[src/rtl/scr1_imem_arb.sv]
// scr1_imem_arb: shares one IMEM port between the core IFU (m0) and a secondary fetcher (m1).
// Responses are routed back in order through an ID FIFO. Define SCR1_IMEM_ARB_RR_EN for round-robin grant.

module scr1_imem_arb #(
  parameter int ADDR_W      = 32,
  parameter int DATA_W      = 32,
  parameter int OUTST_DEPTH = 2
) (
  input  logic                         clk,
  input  logic                         rst_n,
  input  logic                         m0_imem_req,
  input  logic [ADDR_W-1:0]            m0_imem_addr,
  output logic                         m0_imem_req_ack,
  output logic [DATA_W-1:0]            m0_imem_rdata,
  output logic [1:0]                   m0_imem_resp,
  input  logic                         m1_imem_req,
  input  logic [ADDR_W-1:0]            m1_imem_addr,
  output logic                         m1_imem_req_ack,
  output logic [DATA_W-1:0]            m1_imem_rdata,
  output logic [1:0]                   m1_imem_resp,
  output logic                         s_imem_req,
  output logic [ADDR_W-1:0]            s_imem_addr,
  input  logic                         s_imem_req_ack,
  input  logic [DATA_W-1:0]            s_imem_rdata,
  input  logic [1:0]                   s_imem_resp,
  output logic [$clog2(OUTST_DEPTH):0] arb_outst_cnt,
  output logic                         arb_err
);

  localparam int CNT_W = $clog2(OUTST_DEPTH) + 1;
  localparam int PTR_W = (OUTST_DEPTH > 1) ? $clog2(OUTST_DEPTH) : 1;
  localparam logic [CNT_W-1:0] CNT_FULL = CNT_W'(OUTST_DEPTH);

  typedef enum logic {
    LOCK_IDLE = 1'b0,
    LOCK_HELD = 1'b1
  } lock_state_t;

  lock_state_t      lock_state_reg;
  logic             lock_id_reg;
  logic             grant_id;
  logic [1:0]       req_vec;
  logic [ADDR_W-1:0] addr_vec [2];

  logic             fifo_mem_reg [OUTST_DEPTH];
  logic [PTR_W-1:0] wr_ptr_reg;
  logic [PTR_W-1:0] rd_ptr_reg;
  logic [CNT_W-1:0] cnt_reg;
  logic [CNT_W-1:0] cnt_next;
  logic             err_reg;

  logic             fifo_full;
  logic             fifo_empty;
  logic             push;
  logic             pop;
  logic             resp_vld;
  logic             head_id;
  logic [1:0]       ack_vec;
  logic [1:0]       resp_vec [2];

`ifdef SCR1_IMEM_ARB_RR_EN
  logic             rr_ptr_reg;
`endif

  function automatic logic [PTR_W-1:0] ptr_inc(input logic [PTR_W-1:0] ptr);
    if (ptr == PTR_W'(OUTST_DEPTH - 1)) begin
      return '0;
    end
    return ptr + PTR_W'(1);
  endfunction

  assign req_vec     = {m1_imem_req, m0_imem_req};
  assign addr_vec[0] = m0_imem_addr;
  assign addr_vec[1] = m1_imem_addr;

  // A stalled request owns the port until the router takes it or the requester withdraws
  always_comb begin
    grant_id = 1'b0;
    if (lock_state_reg == LOCK_HELD) begin
      grant_id = lock_id_reg;
    end else begin
`ifdef SCR1_IMEM_ARB_RR_EN
      if (&req_vec) begin
        grant_id = rr_ptr_reg;
      end else begin
        grant_id = ~m0_imem_req;
      end
`else
      grant_id = ~m0_imem_req;
`endif
    end
  end

  assign fifo_full   = (cnt_reg == CNT_FULL);
  assign fifo_empty  = (cnt_reg == '0);
  assign s_imem_req  = req_vec[grant_id] & ~fifo_full;
  assign s_imem_addr = addr_vec[grant_id];
  assign push        = s_imem_req & s_imem_req_ack;
  assign resp_vld    = |s_imem_resp;
  assign pop         = resp_vld & ~fifo_empty;
  assign head_id     = fifo_mem_reg[rd_ptr_reg];

  genvar gi;
  generate
    for (gi = 0; gi < 2; gi++) begin : g_req
      localparam logic REQ_ID = (gi == 1);
      assign ack_vec[gi]  = push & (grant_id == REQ_ID);
      assign resp_vec[gi] = (pop && (head_id == REQ_ID)) ? s_imem_resp : 2'b00;
    end
  endgenerate

  assign m0_imem_req_ack = ack_vec[0];
  assign m1_imem_req_ack = ack_vec[1];
  assign m0_imem_resp    = resp_vec[0];
  assign m1_imem_resp    = resp_vec[1];
  assign m0_imem_rdata   = s_imem_rdata;
  assign m1_imem_rdata   = s_imem_rdata;

  always_comb begin
    cnt_next = cnt_reg;
    if (push && !pop) begin
      cnt_next = cnt_reg + CNT_W'(1);
    end else if (!push && pop) begin
      cnt_next = cnt_reg - CNT_W'(1);
    end
  end

  always_ff @(posedge clk) begin
    if (!rst_n) begin
      wr_ptr_reg <= '0;
      rd_ptr_reg <= '0;
      cnt_reg    <= '0;
    end else begin
      if (push) begin
        fifo_mem_reg[wr_ptr_reg] <= grant_id;
        wr_ptr_reg               <= ptr_inc(wr_ptr_reg);
      end
      if (pop) begin
        rd_ptr_reg <= ptr_inc(rd_ptr_reg);
      end
      cnt_reg <= cnt_next;
    end
  end

  always_ff @(posedge clk) begin
    if (!rst_n) begin
      lock_state_reg <= LOCK_IDLE;
      lock_id_reg    <= 1'b0;
    end else begin
      case (lock_state_reg)
        LOCK_IDLE: begin
          if (s_imem_req && !s_imem_req_ack) begin
            lock_state_reg <= LOCK_HELD;
            lock_id_reg    <= grant_id;
          end
        end
        LOCK_HELD: begin
          if (!req_vec[lock_id_reg] || s_imem_req_ack) begin
            lock_state_reg <= LOCK_IDLE;
          end
        end
        default: lock_state_reg <= LOCK_IDLE;
      endcase
    end
  end

  // Orphan responses and the reserved 11 code are both latched until reset
  always_ff @(posedge clk) begin
    if (!rst_n) begin
      err_reg <= 1'b0;
    end else if ((resp_vld && fifo_empty) || (s_imem_resp == 2'b11)) begin
      err_reg <= 1'b1;
    end
  end

`ifdef SCR1_IMEM_ARB_RR_EN
  always_ff @(posedge clk) begin
    if (!rst_n) begin
      rr_ptr_reg <= 1'b0;
    end else if (push) begin
      rr_ptr_reg <= ~grant_id;
    end
  end
`endif

  assign arb_outst_cnt = cnt_reg;
  assign arb_err       = err_reg;

endmodule

[config.mk]
export PLATFORM = sky130hd
export DESIGN_NAME = scr1_imem_arb
export DESIGN_NICKNAME = d
export VERILOG_FILES = /design/src/rtl/scr1_imem_arb.sv
export SDC_FILE = /design/constraint.sdc
export NUM_CORES = 1
export LEC_CHECK = 0
export ABC_AREA = 1
export BUFFER_PORTS_ARGS = -buffer_cell sky130_fd_sc_hd__buf_2
export CAP_MARGIN = 25
export CELL_PAD_IN_SITES_DETAIL_PLACEMENT = 1
export CELL_PAD_IN_SITES_GLOBAL_PLACEMENT = 1
export CORE_MARGIN = 3
export CORE_UTILIZATION = 17
export CTS_BUF_LIST = sky130_fd_sc_hd__clkbuf_8
export DETAILED_ROUTE_END_ITERATION = 16
export GPL_ROUTABILITY_DRIVEN = 0
export PLACE_DENSITY = 0.83
export SYNTH_ARGS = -nofsm -noshare
export SYNTH_HDL_FRONTEND = slang
export SYNTH_SLANG_ARGS = --single-unit
[constraint.sdc]
create_clock -name clk -period 1.7 [get_ports clk]
set_input_delay 0.085 -clock clk [delete_from_list [all_inputs] [get_ports clk]]
set_output_delay 0.085 -clock clk [all_outputs]
set_load 0.05 [all_outputs]
After elaboration in Yosys (flattened, before gate mapping)
Memory sizes are Yosys's and may differ from the RTL's. A register that Yosys moved wholly into a read port is not among the register bits.
Cells that the tools add are included.
- $lt $le $gt $ge: 3
- shift operators: 0
- mux-type cells: 30
- add/sub/neg operators: 4
- equality and inequality tests: 2
- reductions and logical operators: 16
- multiply operators: 0
- div/mod/pow operators: 0
- bitwise logic cells: 12
- operators with widths (kind ; count):
    $mux 32 ; 3
    $mux 1 ; 22
    $mux 2 ; 4
    $logic_and 1x1->1 ; 6
    $not 1->1 ; 6
    $and 1x1->1 ; 5
    $eq 2x2->1 const B ; 2
    $logic_not 1->1 ; 4
    $lt 1x2->1 const B ; 2
    $add 1x1->1 const B ; 2
    $add 2x1->2 const B ; 1
    $ge 2x2->1 const B ; 1
    $logic_not 2->1 ; 1
    $logic_or 1x1->1 ; 2
    $not 1->2 ; 1
    $pmux 1 s2 ; 1
    $reduce_and 2->1 ; 1
    $reduce_bool 2->1 ; 1
    $reduce_or 2->1 ; 1
    $sub 2x1->2 const B ; 1
- logic and storage cells: 74
- flip-flop bits (word level): 7
- bits of input ports: 103
- bits in read-only memories: 0
- memory bits (writable): 2
- memories kept: 1
- output and inout port bits: 106
- latch bits: 0
- memory list (memory ; words ; width ; read ports ; clocked after Yosys merged registers in ; wr ports ; line ; text):
    fifo_mem_reg ; 2 ; 1 ; 1 ; 1 ; 1 ; 45 ; logic fifo_mem_reg [OUTST_DEPTH];

Depth between registers and ports, before layout
Gate-level depths: netlist of run 1.
- depth after elaboration: 10
- mapped depth: 12

Worst setup path after synthesis of run 1
OpenSTA, ideal clock, no wires.
- path kind: register -> output
- start point: register cnt_reg[0] (netlist: arb_outst_cnt[0])
- end point: output m1_imem_resp[0]
- arrival time: 1.856 ns
- required time: 1.615 ns
- slack: -0.241 ns
- stages on the path, launching flop included: 6
- path through: dfxtp_1 inv_1 nand2_1 o21ai_2 or2_1 nor2_1
- longest elaborated chain between the ends: 5
- RTL lines (what ; line ; text):
    start: declaration ; 48 ; logic [CNT_W-1:0] cnt_reg;
    start signal: assignment ; 141 ; cnt_reg <= cnt_next;
    $logic_not 2->1 ; 95 ; assign fifo_empty = (cnt_reg == '0);
    $not 1->1 ; 100 ; assign pop = resp_vld & ~fifo_empty;
    $and 1x1->1 ; 100 ;
    $logic_and 1x1->1 ; 108 ; assign resp_vec[gi] = (pop && (head_id == REQ_ID)) ? s_imem_resp : 2'b00;
    $mux 2 ; 108 ;
    end: declaration ; 20 ; output logic [1:0] m1_imem_resp,
Every way passes these cells.

Final worst setup path of run 1
- start point: register lock_id_reg
- end point: output s_imem_addr[6]
- longest elaborated chain between the ends: 5
- RTL lines (what ; line ; text):
    start: declaration ; 40 ; logic lock_id_reg;
    start signal: assignment ; 154 ; lock_id_reg <= grant_id;
    $mux 1 ; 79 ; if (lock_state_reg == LOCK_HELD) begin
    $not 1->2 (implied by the code) ; 97 ; assign s_imem_addr = addr_vec[grant_id];
    $mux 32 (implied by the code) (3 in a row) ; 97 ;
    end: declaration ; 22 ; output logic [ADDR_W-1:0] s_imem_addr,
Every way passes these cells. The select of a mux whose other input is x is not followed.

==> impl_metrics.tcl, run 1 <==
set metrics [dict create \
    run_status "finished clean" \
    netlist_top_cells_area "buf_4 (34%), nand2_1 (29%), dfxtp_1 (11%)" \
    grt_max_degree 36 \
    vias 1508 \
    seq_area_sq_um 224.0 \
    dp_hpwl_microns 3548 \
    yosysTopAreaCell "buf_4" \
    synth-edff-count 2 \
    grt_pass1_wl_microns 6865 \
    fill_cells 1045 \
    rows 32 \
    antenna_found_initial 0 \
    ctsHoldBuffers 0 \
    via_per_inst 3.837 \
    area_growth_pct 20.23 \
    synth_top_cells_by_count "nand2_1 (111), buf_4 (65), nor2_1 (17)" \
    fp.dieW_microns 97.68 \
    ys_ff_latch 10 \
    worstMarginPinSlew_ns 0.2613 \
    grt_pass1_vias 1635 \
    port_buffers 112 \
    root_buffer "clkbuf_8" \
    drtPass1Iterations 3 \
    critPathArrivalTime_ns 1.51 \
    fin_nets 396 \
    die_h_microns 97.68 \
    setup_viol_count_final 0 \
    synth.distinct_cells 23 \
    synth_area_sq_um 1429 \
    multiInputGateArea_sq_um 639.4 \
    drc 0 \
    clkTransAtPathRegs_ns 0.05 \
    skew_ns 0.002879 \
    crit_fanout 25 \
    grt_usage 0.08415 \
    crit_path_start_kind "flop" \
    avgSynthCellArea_sq_um 5.880 \
    slew_headroom 0.8270 \
    cts_buffers 3 \
    cp.required_ns 1.62 \
    finalMaxSlewViolations 0 \
    cap_violations 0 \
    power.density_nw_per_um2 1370 \
    clk_latency_ns 0.24 \
    synth_cells 243 \
    drt_iter0_markers 22 \
    crit_type "reg2out" \
    rsz0062_at_grt "yes" \
    fin_crit_sh 0.9404 \
    async_flop_share 0 \
    drive_gt1_frac 0.4570 \
    ys.flop_type "dfxtp_1" \
    htreeDepth 1 \
    design.die.area_sq_um 9541 \
    cts_tree "done" \
    total_power_uw 2353 \
    fin_util 0.2167 \
    p_leak_uw 0.001072 \
    start_util 0.1802 \
    drt_wl_total_microns 4171 \
    synth_nets 347 \
    hold_path.class "in2reg" \
    wl_per_cell_microns 10.61 \
    ir_worst_vdd_mv 0.2798 \
    io_pins 209 \
    drtAntennaViolNets 0 \
    post-synth-top-count-cell "nand2_1" \
    hold_ws_ns 0.1273 \
    period_minus_slack_ns 1.599 \
    core-area_sq_um 7928 \
    final_hold_viol_count 0 \
    numClockSinks 10 \
    cts_buffer_depth 2 \
    setup_tns_ns 0 \
    fmax_mhz 625.5 \
    yosysSeqAreaShare 0.1541 \
    yosysWarnings 0 \
    grt_overflow 0 \
    synth_top_area_frac 0.3415 \
    antenna_cells 0 \
    end_kind "primary output" \
]
-- cells by family after synthesis --
| group | Yosys count | share of synthesized area |
|---|---|---|
| AO/OA/AOI/OAI | 10 | 0.03940 |
| XOR/XNOR | 1 | 0.006131 |
| adder cells (fa/ha/maj) | 1 | 0.008755 |
| buffers and inverters | 85 | 0.4133 |
| flip-flops | 10 | 0.1541 |
| multiplexers | 1 | 0.007006 |
| AND/OR/NAND/NOR | 135 | 0.3713 |
-- stage by stage --
stage | setup WS, ns | instances | area, sq um
global route | -0.006142 | 393 | 1718
CTS | 0.001004 | 393 | 1672
floorplan | 0.03722 | 243 | 1446
global placement | 0.1864 | 389 | 1618
finish | 0.1012 | 393 | 1718
detailed placement | 0.07175 | 389 | 1618
-- metal layers --
metal / global-route usage / share of wire
met1: 0.07993 / 0.36
met2: 0.1697 / 0.52
met3: 0.01005 / 0.089
met4: 0.04792 / 0.027
met5: 0 / 0
-- layout by cell type (no fill, tap or decap), types with 2 or more instances in the layout --
master,n
a21oi_1,4
dfxtp_1,5
clkbuf_4,9
nor2_2,4
o21ai_0,2
clkbuf_8,3
nor2_1,12
nand2_1,111
edfxtp_1,2
inv_2,2
nand3_1,2
buf_4,2
dfxtp_2,3
buf_2,102
inv_1,13
-- worst paths after layout --
| check | from | slack, ns | cells after the start | to |
|---|---|---|---|---|
| hold reg to reg | rd_ptr_reg$_SDFFE_PN0P_ | 0.45 | 1 | flop |
| hold / removal | rst_n | 0.13 | 3 | arb_outst_cnt[1]$_SDFFE_PN0P_ |
| setup / recovery | lock_id_reg$_SDFFE_PN0P_ | 0.10 | 7 | s_imem_addr[6] |
| setup reg to reg | lock_id_reg$_SDFFE_PN0P_ | 0.16 | 11 | arb_outst_cnt[1]$_SDFFE_PN0P_ |
-- timing repair --
action | 4_1_cts | 5_1_grt
setup endpoints to repair | 32 | 33
pin swaps | 0 | 1
gates resized for setup | 3 | 17
buffers inserted | 0 | 0
-- worst max-delay path: stages (launching register included) --
cell     delay [ns]
dfxtp_1        0.32
inv_1          0.07
nand2_1        0.10
nand2_4        0.19
buf_12         0.19
nand2_1        0.07
nand2_1        0.06
buf_2          0.26
-- layout make-up --
type,count,share of cell area
Multi-Input combinational cell,148,0.3722
Timing Repair Buffer,114,0.3569
Sequential cell,10,0.1304
Tap cell,102,0.07429
Inverter,15,0.04006
Clock buffer,3,0.02403
Clock inverter,1,0.002185
-- power by group --
group	internal, uW	switching (uW)
combinational	450	1290
sequential	315	42.1
clock	158	97.9
total	923	1430
(Power assumes the default switching activity.)
==> inputs of run 2 (changes only) <==
--- a/config.mk
+++ b/config.mk
@@ -15,6 +15,7 @@
 export CTS_BUF_LIST = sky130_fd_sc_hd__clkbuf_8
 export DETAILED_ROUTE_END_ITERATION = 16
 export GPL_ROUTABILITY_DRIVEN = 0
+export MAX_ROUTING_LAYER = met4
 export PLACE_DENSITY = 0.83
 export SYNTH_ARGS = -nofsm -noshare
 export SYNTH_HDL_FRONTEND = slang
==> run 2 against run 1 <==
Highest routed layer unchanged. Sequential cell count unchanged. Sequential power about the same. Worst setup slack better by 0.00099 ns. First-iteration DRC count up 14%. Die area unchanged. Non-clock buffer count unchanged. Critical path depth unchanged. Maximum frequency about the same. Combinational power about the same. Utilization unchanged.
==> impl_metrics.tcl, run 2 (synthesized netlist as in run 1, its figures left out) <==
set metrics [dict create \
    crit_path_start_kind "flop" \
    skew_ns 0.002879 \
    hold_path.class "in2reg" \
    via_per_inst 3.835 \
    fin_crit_sh 0.9399 \
    end_kind "primary output" \
    slew_headroom 0.8270 \
    port_buffers 112 \
    crit_family "buffers and inverters" \
    hold_ws_ns 0.1273 \
    cts_buffers 3 \
    crit_fanout 25 \
    drive_gt1_frac 0.4570 \
    grt_overflow 0 \
    drc 0 \
    fin_nets 396 \
    cts_tree "done" \
    io_pins 209 \
    cp.depth 7 \
    postCtsSetupRepairBufs 0 \
    root_buffer "clkbuf_8" \
    vias 1507 \
    wl_per_cell_microns 10.62 \
    finalMaxSlewViolations 0 \
    r2r_cells 11 \
    critPathSlowestCell "dfxtp_1" \
    fill_cells 1045 \
    drtAntennaViolNets 0 \
    grt_pass1_vias 1635 \
    reg2reg_to "arb_outst_cnt[1]$_SDFFE_PN0P_" \
    dp.cells 389 \
    fmax_mhz 625.9 \
    crit_chain "inv_1 > nand2_1 > nand2_4 > buf_12 > nand2_1 > nand2_1 > buf_2" \
    start_util 0.1802 \
    rrSetupSlack_ns 0.16 \
    crit_type "reg2out" \
    die_h_microns 97.68 \
    max_stage_delay_ns 0.32 \
    antenna_found_initial 0 \
    worstMarginPinSlew_ns 0.2613 \
    worst-path-buf-inv 3 \
    cap_violations 0 \
    final_hold_viol_count 0 \
    fin_area_sq_um 1718 \
    finalNonFillerCells 393 \
    power.density_nw_per_um2 1369 \
    antenna_cells 0 \
    grt_usage 0.08649 \
    core-area_sq_um 7928 \
    p_leak_uw 0.001072 \
    clk_latency_ns 0.24 \
    drt_iter0_markers 25 \
    period_minus_slack_ns 1.598 \
    layout_commonest_cell "nand2_1" \
    crit_path_start "lock_id_reg$_SDFFE_PN0P_" \
    area_growth_pct 20.23 \
    cp_common_cell "nand2_1" \
    endpoint "s_imem_addr[6]" \
    r2r_start "lock_id_reg$_SDFFE_PN0P_" \
    rows 32 \
    placed_cell_area_sq_um 1618 \
    fp.dieW_microns 97.68 \
    grt_max_degree 36 \
    drt_wl_total_microns 4172 \
    numClockSinks 10 \
    clkTransAtPathRegs_ns 0.05 \
    rsz0062_at_grt "yes" \
    drtPass1Iterations 3 \
    setup_tns_ns 0 \
    final_cell_mix "nand2_1 (111), buf_2 (102), inv_1 (13)" \
    cts_buffer_depth 2 \
    cp.required_ns 1.62 \
    htreeDepth 1 \
    critPathArrivalTime_ns 1.51 \
    setup_viol_count_final 0 \
    grt_pass1_wl_microns 6865 \
    dp_hpwl_microns 3548 \
    design.die.area_sq_um 9541 \
    run_status "finished clean" \
    ir_worst_vdd_mv 0.2798 \
]
[run 2: metrics by stage]
step             util  setup WS (ns)  total power (uW)
3_5_place_dp   0.2041        0.07175              2062
6_report       0.2167         0.1022              2352
3_3_place_gp   0.2041         0.1864              2014
5_1_grt        0.2167      -0.004946              2534
4_1_cts        0.2109       0.001004              2339
2_1_floorplan       -        0.03722              2070
[run 2: how the worst min path moves through the flow]
stage               slack (ns)  depth (start not counted)             start                            end
global placement          0.17                          0  s_imem_rdata[26]              m0_imem_rdata[26]
finish                    0.13                          3             rst_n  arb_outst_cnt[1]$_SDFFE_PN0P_
floorplan                 0.20                          2             rst_n  arb_outst_cnt[1]$_SDFFE_PN0P_
detailed placement        0.17                          0  s_imem_rdata[26]              m0_imem_rdata[26]
global route              0.13                          3             rst_n  arb_outst_cnt[1]$_SDFFE_PN0P_
CTS                       0.12                          3             rst_n  arb_outst_cnt[1]$_SDFFE_PN0P_
[run 2: cell type report]
type / count / area [sq um] / area share
Sequential cell: 10 / 224.0 / 0.1304
Clock inverter: 1 / 3.754 / 0.002185
Multi-Input combinational cell: 148 / 639.4 / 0.3722
Inverter: 15 / 68.82 / 0.04006
Clock buffer: 3 / 41.29 / 0.02403
Timing Repair Buffer: 114 / 613.1 / 0.3569
Tap cell: 102 / 127.6 / 0.07429
[run 2: timing repair]
item / CTS / global route
pin swaps: 0 / 1
cloned: 0 / 0
resized for setup: 3 / 17
hold buffers: 0 / 0
endpoints found under the setup margin: 32 / 33
[run 2: power by group]
group | switching, uW | internal (uW) | total [uW]
Sequential | 42.1 | 315 | 357
Clock | 97.9 | 158 | 256
Combinational | 1290 | 450 | 1740
[run 2: worst min-delay path: stages]
cell and delay, ns:
buf_2 0.14, nand2_1 0.07, nor2_1 0.03
[run 2: metal layers]
metal | vias to the layer above | track usage | share of wire
met5 | - | - | 0
met4 | 0 | 0.04792 | 0.027
met3 | 10 | 0.008615 | 0.085
met2 | 80 | 0.1697 | 0.52
met1 | 656 | 0.08079 | 0.37
li1 | 761 | - | -
